### src/rtl/bkm_tb_pkg.sv
// Shared definitions for the BKM step stimulus driver: FSM states, digit codes,
// LFSR polynomial and the raw-bits-to-digit mapping.
package bkm_tb_pkg;

  typedef enum logic [1:0] {
    ST_IDLE,
    ST_RUN,
    ST_DRAIN,
    ST_DONE
  } state_t;

  localparam logic [1:0] DIG_NEG  = 2'b11;
  localparam logic [1:0] DIG_ZERO = 2'b00;
  localparam logic [1:0] DIG_POS  = 2'b01;

  localparam logic [31:0] LFSR_POLY = 32'h8020_0003;

  // Raw code 10 has no digit meaning and is folded onto zero.
  function automatic logic [1:0] digit_map(input logic [1:0] raw);
    logic [1:0] d;
    case (raw)
      DIG_NEG: d = DIG_NEG;
      DIG_POS: d = DIG_POS;
      default: d = DIG_ZERO;
    endcase
    return d;
  endfunction

endpackage

### src/rtl/bkm_lfsr32.sv
// 32-bit Galois LFSR (right-shifting) with reset seed and advance enable.
module bkm_lfsr32
  import bkm_tb_pkg::*;
#(
  parameter logic [31:0] SEED = 32'hACE1_2016
) (
  input  logic        clk,
  input  logic        arst_n,
  input  logic        adv,
  output logic [31:0] state
);

  always_ff @(posedge clk or negedge arst_n) begin
    if (!arst_n) begin
      state <= SEED;
    end else if (adv) begin
      state <= state[0] ? ((state >> 1) ^ LFSR_POLY) : (state >> 1);
    end
  end

endmodule

### src/rtl/bkm_step_driver.sv
// BKM step stimulus driver: sweeps the iteration index, emits LFSR-derived operands
// and collects latency-aligned checker error flags into saturating counters.
module bkm_step_driver
  import bkm_tb_pkg::*;
#(
  parameter int unsigned WC      = 16,
  parameter int unsigned WD      = 64,
  parameter int unsigned LOG2N   = 6,
  parameter logic [31:0] SEED    = 32'hACE1_2016,
  parameter int unsigned CHK_LAT = 1
) (
  input  logic             clk,
  input  logic             arst_n,
  input  logic             enable,
  input  logic             start,
  input  logic             cfg_mode,
  input  logic [1:0]       cfg_format,
  input  logic [LOG2N-1:0] cfg_n_last,
  input  logic [15:0]      cfg_vectors,
  input  logic             err_u,
  input  logic             err_v,
  input  logic             err_X,
  input  logic             err_Y,
  output logic             busy,
  output logic             done,
  output logic             tb_valid,
  output logic             tb_mode,
  output logic [1:0]       tb_format,
  output logic [LOG2N-1:0] tb_n,
  output logic [1:0]       tb_d_x_n,
  output logic [1:0]       tb_d_y_n,
  output logic [WC-1:0]    tb_u_n,
  output logic [WC-1:0]    tb_v_n,
  output logic [WD-1:0]    tb_X_n,
  output logic [WD-1:0]    tb_Y_n,
  output logic [15:0]      err_count,
  output logic [31:0]      vec_count
);

  state_t             state, state_nxt;
  logic [31:0]        s;
  logic [LOG2N-1:0]   nlast_q, nidx_q;
  logic [15:0]        vmax_q, vidx_q;
  logic [2:0]         dcnt_q;
  logic [CHK_LAT:0]   vpipe_q;

  logic               idle, emit, last_v, last_all, any_err;
  logic [15:0]        e_vmax, cur_v;
  logic [LOG2N-1:0]   e_nlast, cur_n;
  logic [WD-1:0]      x_w, y_w;

  bkm_lfsr32 #(.SEED(SEED)) u_lfsr (
    .clk   (clk),
    .arst_n(arst_n),
    .adv   (emit),
    .state (s)
  );

  // The first vector leaves on the start edge itself, so in IDLE the sweep
  // position and limits come straight from the cfg inputs.
  always_comb begin
    idle      = (state == ST_IDLE);
    e_vmax    = idle ? ((cfg_vectors == 16'd0) ? 16'd0 : cfg_vectors - 16'd1) : vmax_q;
    e_nlast   = idle ? cfg_n_last : nlast_q;
    cur_v     = idle ? '0 : vidx_q;
    cur_n     = idle ? '0 : nidx_q;
    last_v    = (cur_v == e_vmax);
    last_all  = last_v && (cur_n == e_nlast);
    emit      = 1'b0;
    state_nxt = state;
    case (state)
      ST_IDLE: begin
        if (enable && start) begin
          emit      = 1'b1;
          state_nxt = last_all ? ST_DRAIN : ST_RUN;
        end
      end
      ST_RUN: begin
        if (enable) begin
          emit = 1'b1;
          if (last_all) state_nxt = ST_DRAIN;
        end
      end
      ST_DRAIN: begin
        if (enable && (dcnt_q == 3'(CHK_LAT))) state_nxt = ST_DONE;
      end
      ST_DONE:  state_nxt = ST_IDLE;
      default:  state_nxt = ST_IDLE;
    endcase
  end

  always_comb begin
    x_w = '0;
    y_w = '0;
    for (int unsigned k = 0; k < WD / 32; k++) begin
      if (((WD / 32 - 1 - k) % 2) == 0) begin
        x_w[k*32 +: 32] = s;
        y_w[k*32 +: 32] = ~s;
      end else begin
        x_w[k*32 +: 32] = ~s;
        y_w[k*32 +: 32] = s;
      end
    end
  end

  assign any_err = err_u | err_v | err_X | err_Y;

  always_ff @(posedge clk or negedge arst_n) begin
    if (!arst_n) state <= ST_IDLE;
    else         state <= state_nxt;
  end

  always_ff @(posedge clk or negedge arst_n) begin
    if (!arst_n) begin
      busy      <= 1'b0;
      done      <= 1'b0;
      tb_valid  <= 1'b0;
      tb_mode   <= 1'b0;
      tb_format <= '0;
      tb_n      <= '0;
      tb_d_x_n  <= '0;
      tb_d_y_n  <= '0;
      tb_u_n    <= '0;
      tb_v_n    <= '0;
      tb_X_n    <= '0;
      tb_Y_n    <= '0;
      nlast_q   <= '0;
      nidx_q    <= '0;
      vmax_q    <= '0;
      vidx_q    <= '0;
      dcnt_q    <= '0;
    end else begin
      tb_valid <= emit;
      busy     <= (state_nxt == ST_RUN) || (state_nxt == ST_DRAIN);
      done     <= (state_nxt == ST_DONE);
      if (idle && emit) begin
        tb_mode   <= cfg_mode;
        tb_format <= cfg_format;
        nlast_q   <= cfg_n_last;
        vmax_q    <= e_vmax;
      end
      if (emit) begin
        tb_n     <= cur_n;
        tb_d_x_n <= digit_map(s[1:0]);
        tb_d_y_n <= digit_map(s[3:2]);
        tb_u_n   <= s[WC-1:0];
        tb_v_n   <= s[31:32-WC];
        tb_X_n   <= x_w;
        tb_Y_n   <= y_w;
        vidx_q   <= last_v ? '0 : cur_v + 16'd1;
        nidx_q   <= last_v ? cur_n + 1'b1 : cur_n;
        dcnt_q   <= '0;
      end else if ((state == ST_DRAIN) && enable) begin
        dcnt_q <= dcnt_q + 3'd1;
      end
    end
  end

  // vpipe_q[0] mirrors tb_valid; bit CHK_LAT lines up with the checker flags.
  always_ff @(posedge clk or negedge arst_n) begin
    if (!arst_n) begin
      vpipe_q   <= '0;
      err_count <= '0;
      vec_count <= '0;
    end else begin
      if (idle)        vpipe_q <= {{CHK_LAT{1'b0}}, emit};
      else if (enable) vpipe_q <= {vpipe_q[CHK_LAT-1:0], emit};

      if (idle && emit)                                   vec_count <= 32'd1;
      else if (emit && (vec_count != 32'hFFFF_FFFF))      vec_count <= vec_count + 32'd1;

      if (idle && emit)
        err_count <= '0;
      else if (enable && vpipe_q[CHK_LAT] && any_err && (err_count != 16'hFFFF))
        err_count <= err_count + 16'd1;
    end
  end

endmodule

### config.mk
export PLATFORM = sky130hd
export DESIGN_NAME = bkm_step_driver
export DESIGN_NICKNAME = d
export VERILOG_FILES = /design/src/rtl/bkm_tb_pkg.sv /design/src/rtl/bkm_lfsr32.sv /design/src/rtl/bkm_step_driver.sv
export SDC_FILE = /design/constraint.sdc
export NUM_CORES = 1
export LEC_CHECK = 0
export CAP_MARGIN = 20
export CORE_ASPECT_RATIO = 1.25
export CORE_MARGIN = 4
export CORE_UTILIZATION = 50
export DETAILED_ROUTE_END_ITERATION = 8
export PLACE_DENSITY = 0.82
export SETUP_SLACK_MARGIN = 0.5
export SLEW_MARGIN = 20
export SYNTH_ARGS = -nofsm -noshare
export SYNTH_HDL_FRONTEND = slang
export SYNTH_SLANG_ARGS = --single-unit
### constraint.sdc
create_clock -name clk -period 2.85 [get_ports clk]
set_input_delay 0.855 -clock clk [delete_from_list [all_inputs] [get_ports clk]]
set_output_delay 0.855 -clock clk [all_outputs]
set_load 0.005 [all_outputs]
==> results of run 1 <==
-- worst reg2reg max path: cells and delay by family (launching register included) --
family,cells,cell delay (ns)
XOR/XNOR,2,0.37
flip-flops,1,0.41
AO/OA/AOI/OAI,2,0.45
AND/OR/NAND/NOR,3,1.27
-- registers in the layout (all words and copies together), names as in the netlist, 2 cells and up --
| name | cells |
|---|---|
| nlast_q | 6 |
| tb_X_n | 33 |
| tb_format | 2 |
| vidx_q | 16 |
| dcnt_q | 3 |
| tb_d_y_n | 2 |
| nidx_q | 6 |
| tb_d_x_n | 2 |
| tb_u_n | 15 |
| u_lfsr.state | 13 |
| vmax_q | 16 |
| vpipe_q | 2 |
| tb_v_n | 15 |
| err_count | 16 |
| vec_count | 32 |
| tb_n | 6 |
| state | 2 |
-- routing by layer --
metal,vias up,global-route usage (%),routed length [µm]
li1,3941,-,-
met1,4080,27.18,10350
met2,311,40.27,13940
met3,57,4.818,1497
met4,0,7.858,728
met5,-,0,0
-- placed cells by master (no fill, tap or decap), drive strengths merged, types with 12 or more instances in the layout --
| master | instances |
|---|---|
| dfstp | 12 |
| clkdlybuf4s50 | 240 |
| and3 | 16 |
| a21oi | 16 |
| o21ai | 82 |
| dfrtp | 180 |
| nand4 | 27 |
| clkbuf | 21 |
| nor3 | 13 |
| xnor2 | 23 |
| buf | 93 |
| nand2 | 262 |
| xor2 | 56 |
| nor2 | 70 |
| nand3 | 38 |
| inv | 25 |
-- path summary, 6_finish.rpt --
path	slack [ns]	from	endpoint	depth (start not counted)
setup / recovery	0.04	cfg_vectors[2]	busy	9
hold / removal	0.38	arst_n	tb_X_n[6]	1
setup reg to reg	0.25	vmax_q[5]	nidx_q[2]	7
hold reg to reg	0.47	u_lfsr.state[31]	u_lfsr.state[31]	2
max in group asynchronous	1.72	arst_n	u_lfsr.state[16]	2
min in group clk	0.47	u_lfsr.state[31]	u_lfsr.state[31]	2
-- power breakdown --
group	total (mW)	switching, mW	leakage (nW)	internal [mW]
clock	2.50	1.14	0.295	1.36
sequential	3.83	0.556	2.43	3.27
combinational	2.76	1.09	3.25	1.67
total	9.09	2.79	5.97	6.30
-- kinds of logic (layout without fill, tap and decap cells) --
kind of cell | after synthesis | in the layout
simple gates | 483 | 483
flops | 192 | 192
buf+inv | 182 | 397
compound gates | 139 | 140
xor+xnor | 79 | 79
fa+ha+maj | 11 | 11
mux | 4 | 4
-- timing repair --
action | in CTS | in global routing
resized for setup | 51 | 58
gates cloned | 1 | 3
endpoints found under the setup margin | 46 | 87
buffers inserted | 10 | 9
pin swaps | 16 | 31
-- through the flow --
| step | setup TNS, ns | utilization [%] | total power, mW | cell area [µm²] | hold slack, ns |
|---|---|---|---|---|---|
| 5_1_grt | 0 | 69.34 | 9.576 | 13450 | 0.4025 |
| 2_1_floorplan | -0.9818 | - | 5.156 | 9908 | 0.4447 |
| 3_5_place_dp | -13.68 | 63.51 | 6.535 | 12320 | 0.4578 |
| 3_3_place_gp | -12.39 | 63.51 | 6.429 | 12320 | 0.4511 |
| 6_report | 0 | 69.34 | 9.090 | 13450 | 0.3796 |
| 4_1_cts | 0 | 67.72 | 9.086 | 13140 | 0.3966 |
-- layout make-up --
| class | count | share of cell area, % |
|---|---|---|
| flip-flops and latches | 192 | 35.91 |
| multi-input cells | 717 | 31.61 |
| repair buffers | 347 | 24.91 |
| clock buffers | 19 | 3.293 |
| well taps | 265 | 2.465 |
| clock inverters | 13 | 1.274 |
| inverters | 18 | 0.5395 |
==> impl_metrics.py, run 1 <==
metrics = {
    "clocking": {
        "numClockSinks": 192,
        "clock_tree.buffer_depth": 2,
        "tritoncts": "done",
        "cts_made_buffers": 17,
        "clk_pin_slew_ns": 0.08,
        "cts_root_buf": "clkbuf_16",
        "clk_latency_ns": 0.44,
        "hold_buffers": 0,
        "htree_levels": 4,
    },
    "synth": {
        "synth_cells": 1090,
        "yosysTopAreaCell": "dfrtp_1",
        "yosysMostFrequentCell": "nand2_1",
        "synth_nets": 1134,
        "synth-simple-area-share_pct": 22.18,
        "yosysTopAreaCellShare_pct": 45.63,
        "ys_ff_latch": 192,
        "synthMuxAreaShare_pct": 0.4310,
        "synth_top_family_by_area": "simple AND/OR/NAND/NOR gates",
        "synth_compound_area_share_pct": 8.556,
        "synthDistinctLibCells": 68,
        "yosys.area_share.xor_xnor_pct": 7.010,
        "async_reset_ff_share_pct": 100.0,
        "syn_area_um2": 9871,
        "ys.flop_type": "dfrtp_1",
        "ys_seq_area_share_pct": 48.83,
        "synth_adder_area_share_pct": 1.394,
        "yosys_warnings": 0,
        "avgSynthCellArea_um2": 9.056,
        "synth_edf_count": 0,
        "synthTopCellsByCount": "nand2_1, dfrtp_1, buf_4",
        "synth_area_leaders": "dfrtp_1, nand2_1, buf_4, xor2_1, o21ai_0",
    },
    "worst_setup_path": {
        "cp_slowest_cell": "or4_4",
        "worstPathArrival_ns": 3.13,
        "critPathLaunchType": "input pin",
        "cp-end-kind": "flip-flop",
        "crit_chain": "buf_8 -> or4_4 -> or3_4 -> or3_4 -> and2_4 -> nand4_1 -> o221ai_2 -> a32o_2 -> ha_4",
        "max_stage_delay_ns": 0.52,
        "critical-path-top-delay-family": "simple AND/OR/NAND/NOR gates",
        "cp.required_ns": 3.17,
        "critPathBufInv": 1,
        "cp_max_fo": 3,
        "critPathMostFrequentCell": "or3_4",
        "worstSetupPathType": "input pin to flip-flop",
    },
    "place": {
        "hpwl_um": 17700,
        "io_buffers": 256,
        "dp_slack_ns": -0.8636,
        "finalWeightedCongestion": 0.8980,
        "dp.cells": 1516,
    },
    "floorplan": {
        "ios": 257,
        "initial_core_util_pct": 50.88,
        "dieArea_um2": 22070,
        "die_h_um": 165.1,
        "fp.dieW_um": 133.7,
        "core_area_um2": 19400,
        "rows": 57,
    },
    "detailed_routing": {
        "vias_per_cell": 5.340,
        "drc": 0,
        "wl_per_cell_um": 16.88,
        "finalWirelength_um": 26520,
        "drt_pre_antenna_iters": 5,
        "drt_iter0_drc": 516,
        "dr_total_vias": 8389,
        "ant_nets": 0,
    },
    "power_and_ir_drop": {
        "power_density_nw_per_um2": 675.7,
        "p_leak_nw": 5.974,
        "vdd_ir_drop_max_mv": 0.4444,
    },
    "timing": {
        "fmax_ghz": 0.3560,
        "layout_setup_ws_ns": 0.04098,
        "finalHoldViolations": 0,
        "fin_skew_ns": 0.01092,
        "fin_crit_sh_pct": 98.56,
        "worst_pin_slew_ns": 0.5665,
        "min_period_ns": 2.809,
        "setup_viol": 0,
        "drv_slew": 0,
        "grt_setup_unrepaired": "true",
        "relSlewSlack_pct": 61.89,
    },
    "grt": {
        "grt.overflow.total": 0,
        "grt_pass1_vias": 8115,
        "grt_usage_pct": 22.57,
        "antenna_found_initial": 0,
        "grt_start_max_net_pins": 136,
        "grt_pass1_wl_um": 40620,
    },
    "final_layout": {
        "num-nets-final": 1337,
        "regArea_um2": 4831,
        "finalNonFillerCells": 1571,
        "fillers": 1437,
        "drive_gt1_share_pct": 16.77,
        "area_delta_synth_final_pct": 36.28,
        "multiInputGateArea_um2": 4252,
        "n_antenna_cell": 0,
    },
    "min_path": {
        "min_path_type": "input pin to async pin",
    },
    "outcome": {
        "outcome": "finished, final reports clean",
    },
    "flow_run": {
        "drv_cap": 0,
    },
}
No activity file was read; power rests on OpenSTA's default activity.
==> inputs of run 2 (changes only) <==
==> constraint.sdc (replaced) <==
create_clock -name clk -period 2.85 [get_ports clk]
set_input_delay 0.855 -clock clk [delete_from_list [all_inputs] [get_ports clk]]
set_output_delay 0.855 -clock clk [all_outputs]
set_load 0.02 [all_outputs]
==> run 2 against run 1 <==
Effect of this change:
- via count increased by 1.4%
- sequential share of layout area barely moved
- cell count unchanged
- largest power group unchanged
- global-route usage about the same
- first-iteration DRC count grew 2.7%
- sequential power about the same
- fmax is 0.16% lower
- critical path type unchanged
==> impl_metrics.py, run 2 (synthesis results as in run 1) <==
metrics = {
    "final_layout": {
        "n_antenna_cell": 0,
        "area_delta_synth_final_pct": 35.95,
        "final_common_cell": "nand2_1",
        "drive_gt1_share_pct": 16.08,
        "top_register": "tb_X_n",
        "largest_reg_flops": 33,
        "post-route-cell-area_um2": 13420,
        "top_regs": "tb_X_n: 33 flops, vec_count: 32 flops",
        "layout_common_cells": "nand2_1, dfrtp_1, dlygate4sd2_1",
        "num-nets-final": 1337,
    },
    "grt": {
        "grt_pass1_vias": 8119,
        "grt_usage_pct": 22.57,
        "grt_pass1_wl_um": 40630,
        "grt_start_max_net_pins": 136,
        "antenna_found_initial": 0,
        "grt.overflow.total": 0,
    },
    "timing": {
        "grt_setup_unrepaired": "true",
        "finalHoldViolations": 0,
        "fmax_ghz": 0.3554,
        "setup_viol": 0,
        "fin_crit_sh_pct": 98.72,
        "fin_skew_ns": 0.01070,
        "relSlewSlack_pct": 60.59,
        "min_period_ns": 2.813,
        "worst_pin_slew_ns": 0.5857,
        "hold_ws_ns": 0.3812,
        "drv_slew": 0,
    },
    "floorplan": {
        "ios": 257,
        "core_area_um2": 19400,
        "rows": 57,
        "die_h_um": 165.1,
        "initial_core_util_pct": 50.88,
        "dieArea_um2": 22070,
        "fp.dieW_um": 133.7,
    },
    "flow_run": {
        "drv_cap": 0,
    },
    "worst_setup_path": {
        "cp_max_fo": 3,
        "worstPathArrival_ns": 3.13,
        "cp-end-kind": "flip-flop",
        "cp.required_ns": 3.17,
        "worstSetupPathType": "input pin to flip-flop",
        "critPathBufInv": 1,
        "cp_slowest_cell": "or4_4",
        "critPathMostFrequentCell": "or3_4",
        "critPathLaunchType": "input pin",
        "critical-path-top-delay-family": "simple AND/OR/NAND/NOR gates",
        "max_stage_delay_ns": 0.52,
        "crit_chain": "buf_8 -> or4_4 -> or3_4 -> or3_4 -> and2_4 -> nand4_1 -> o221ai_2 -> a32o_2 -> ha_4",
    },
    "detailed_routing": {
        "drc": 0,
        "vias_per_cell": 5.413,
        "wl_per_cell_um": 16.95,
        "drt_pre_antenna_iters": 5,
        "dr_total_vias": 8504,
        "ant_nets": 0,
        "drt_iter0_drc": 530,
        "finalWirelength_um": 26630,
    },
    "clocking": {
        "clock_tree.buffer_depth": 2,
        "hold_buffers": 0,
        "numClockSinks": 192,
        "cts_root_buf": "clkbuf_16",
        "cts_made_buffers": 17,
        "tritoncts": "done",
        "clk_pin_slew_ns": 0.08,
        "htree_levels": 4,
        "clk_latency_ns": 0.43,
    },
    "power_and_ir_drop": {
        "power_density_nw_per_um2": 717.2,
        "vdd_ir_drop_max_mv": 0.4619,
        "power.total_mw": 9.624,
        "p_leak_nw": 6.986,
    },
    "place": {
        "place_area_um2": 12320,
        "hpwl_um": 17700,
        "finalWeightedCongestion": 0.8980,
        "io_buffers": 256,
    },
    "outcome": {
        "outcome": "finished, final reports clean",
    },
    "min_path": {
        "min_path_type": "input pin to async pin",
    },
}
-- run 2: changes by cell type in the layout (fill, tap and decap cells not counted), sizes merged --
| cell | previous run | this run |
|---|---|---|
| clkdlybuf4s50 | 240 | 100 |
| dlygate4sd2 | 4 | 103 |
| dlymetal6s2s | 4 | 45 |
-- run 2: final timing paths --
check	start	to	slack, ns	cells past startpoint
min reg2reg	u_lfsr.state[31]	u_lfsr.state[31]	0.47	2
max	cfg_vectors[2]	busy	0.04	9
max reg2reg	vmax_q[5]	nidx_q[2]	0.22	7
max in group asynchronous	arst_n	u_lfsr.state[16]	1.71	2
min	arst_n	tb_X_n[6]	0.38	1
min in group clk	u_lfsr.state[31]	u_lfsr.state[31]	0.47	2
-- run 2: routing by layer --
layer	global-route usage, %	vias to the layer above	wire, µm
li1	-	3945	-
met1	27.16	4168	10380
met2	40.27	331	13950
met3	4.879	60	1552
met4	7.858	0	745
met5	0	-	0
-- run 2: where the power goes --
group          switching [mW]  internal, mW
sequential              0.533          3.27
combinational            1.89          1.43
clock                    1.14          1.36
-- run 2: per-stage QoR --
step,instances,utilization (%),setup TNS (ns),worst slack [ns]
after CTS,1559,67.07,0,0.05810
after detailed placement,1516,63.51,-13.68,-0.8636
final,1571,69.18,0,0.03659
after global placement,1516,63.51,-12.39,-0.8006
after global routing,1571,69.18,-0.01381,-0.01381
after floorplan,1090,-,-0.9818,-0.3008
-- run 2: cell type report --
| type | instances | area, µm² |
|---|---|---|
| multi-input combinational | 717 | 4252 |
| inverter | 18 | 72.57 |
| fill | 1456 | 5979 |
| clock buffer | 19 | 442.9 |
| tap | 265 | 331.6 |
| clock inverter | 13 | 171.4 |
| timing repair buffer | 347 | 3329 |
| sequential | 192 | 4820 |
-- run 2: timing repair --
item | in CTS | in global routing
cloned | 1 | 3
setup buffers | 10 | 9
gates resized for setup | 148 | 92
pin swaps | 16 | 32
endpoints found under the setup margin | 147 | 118
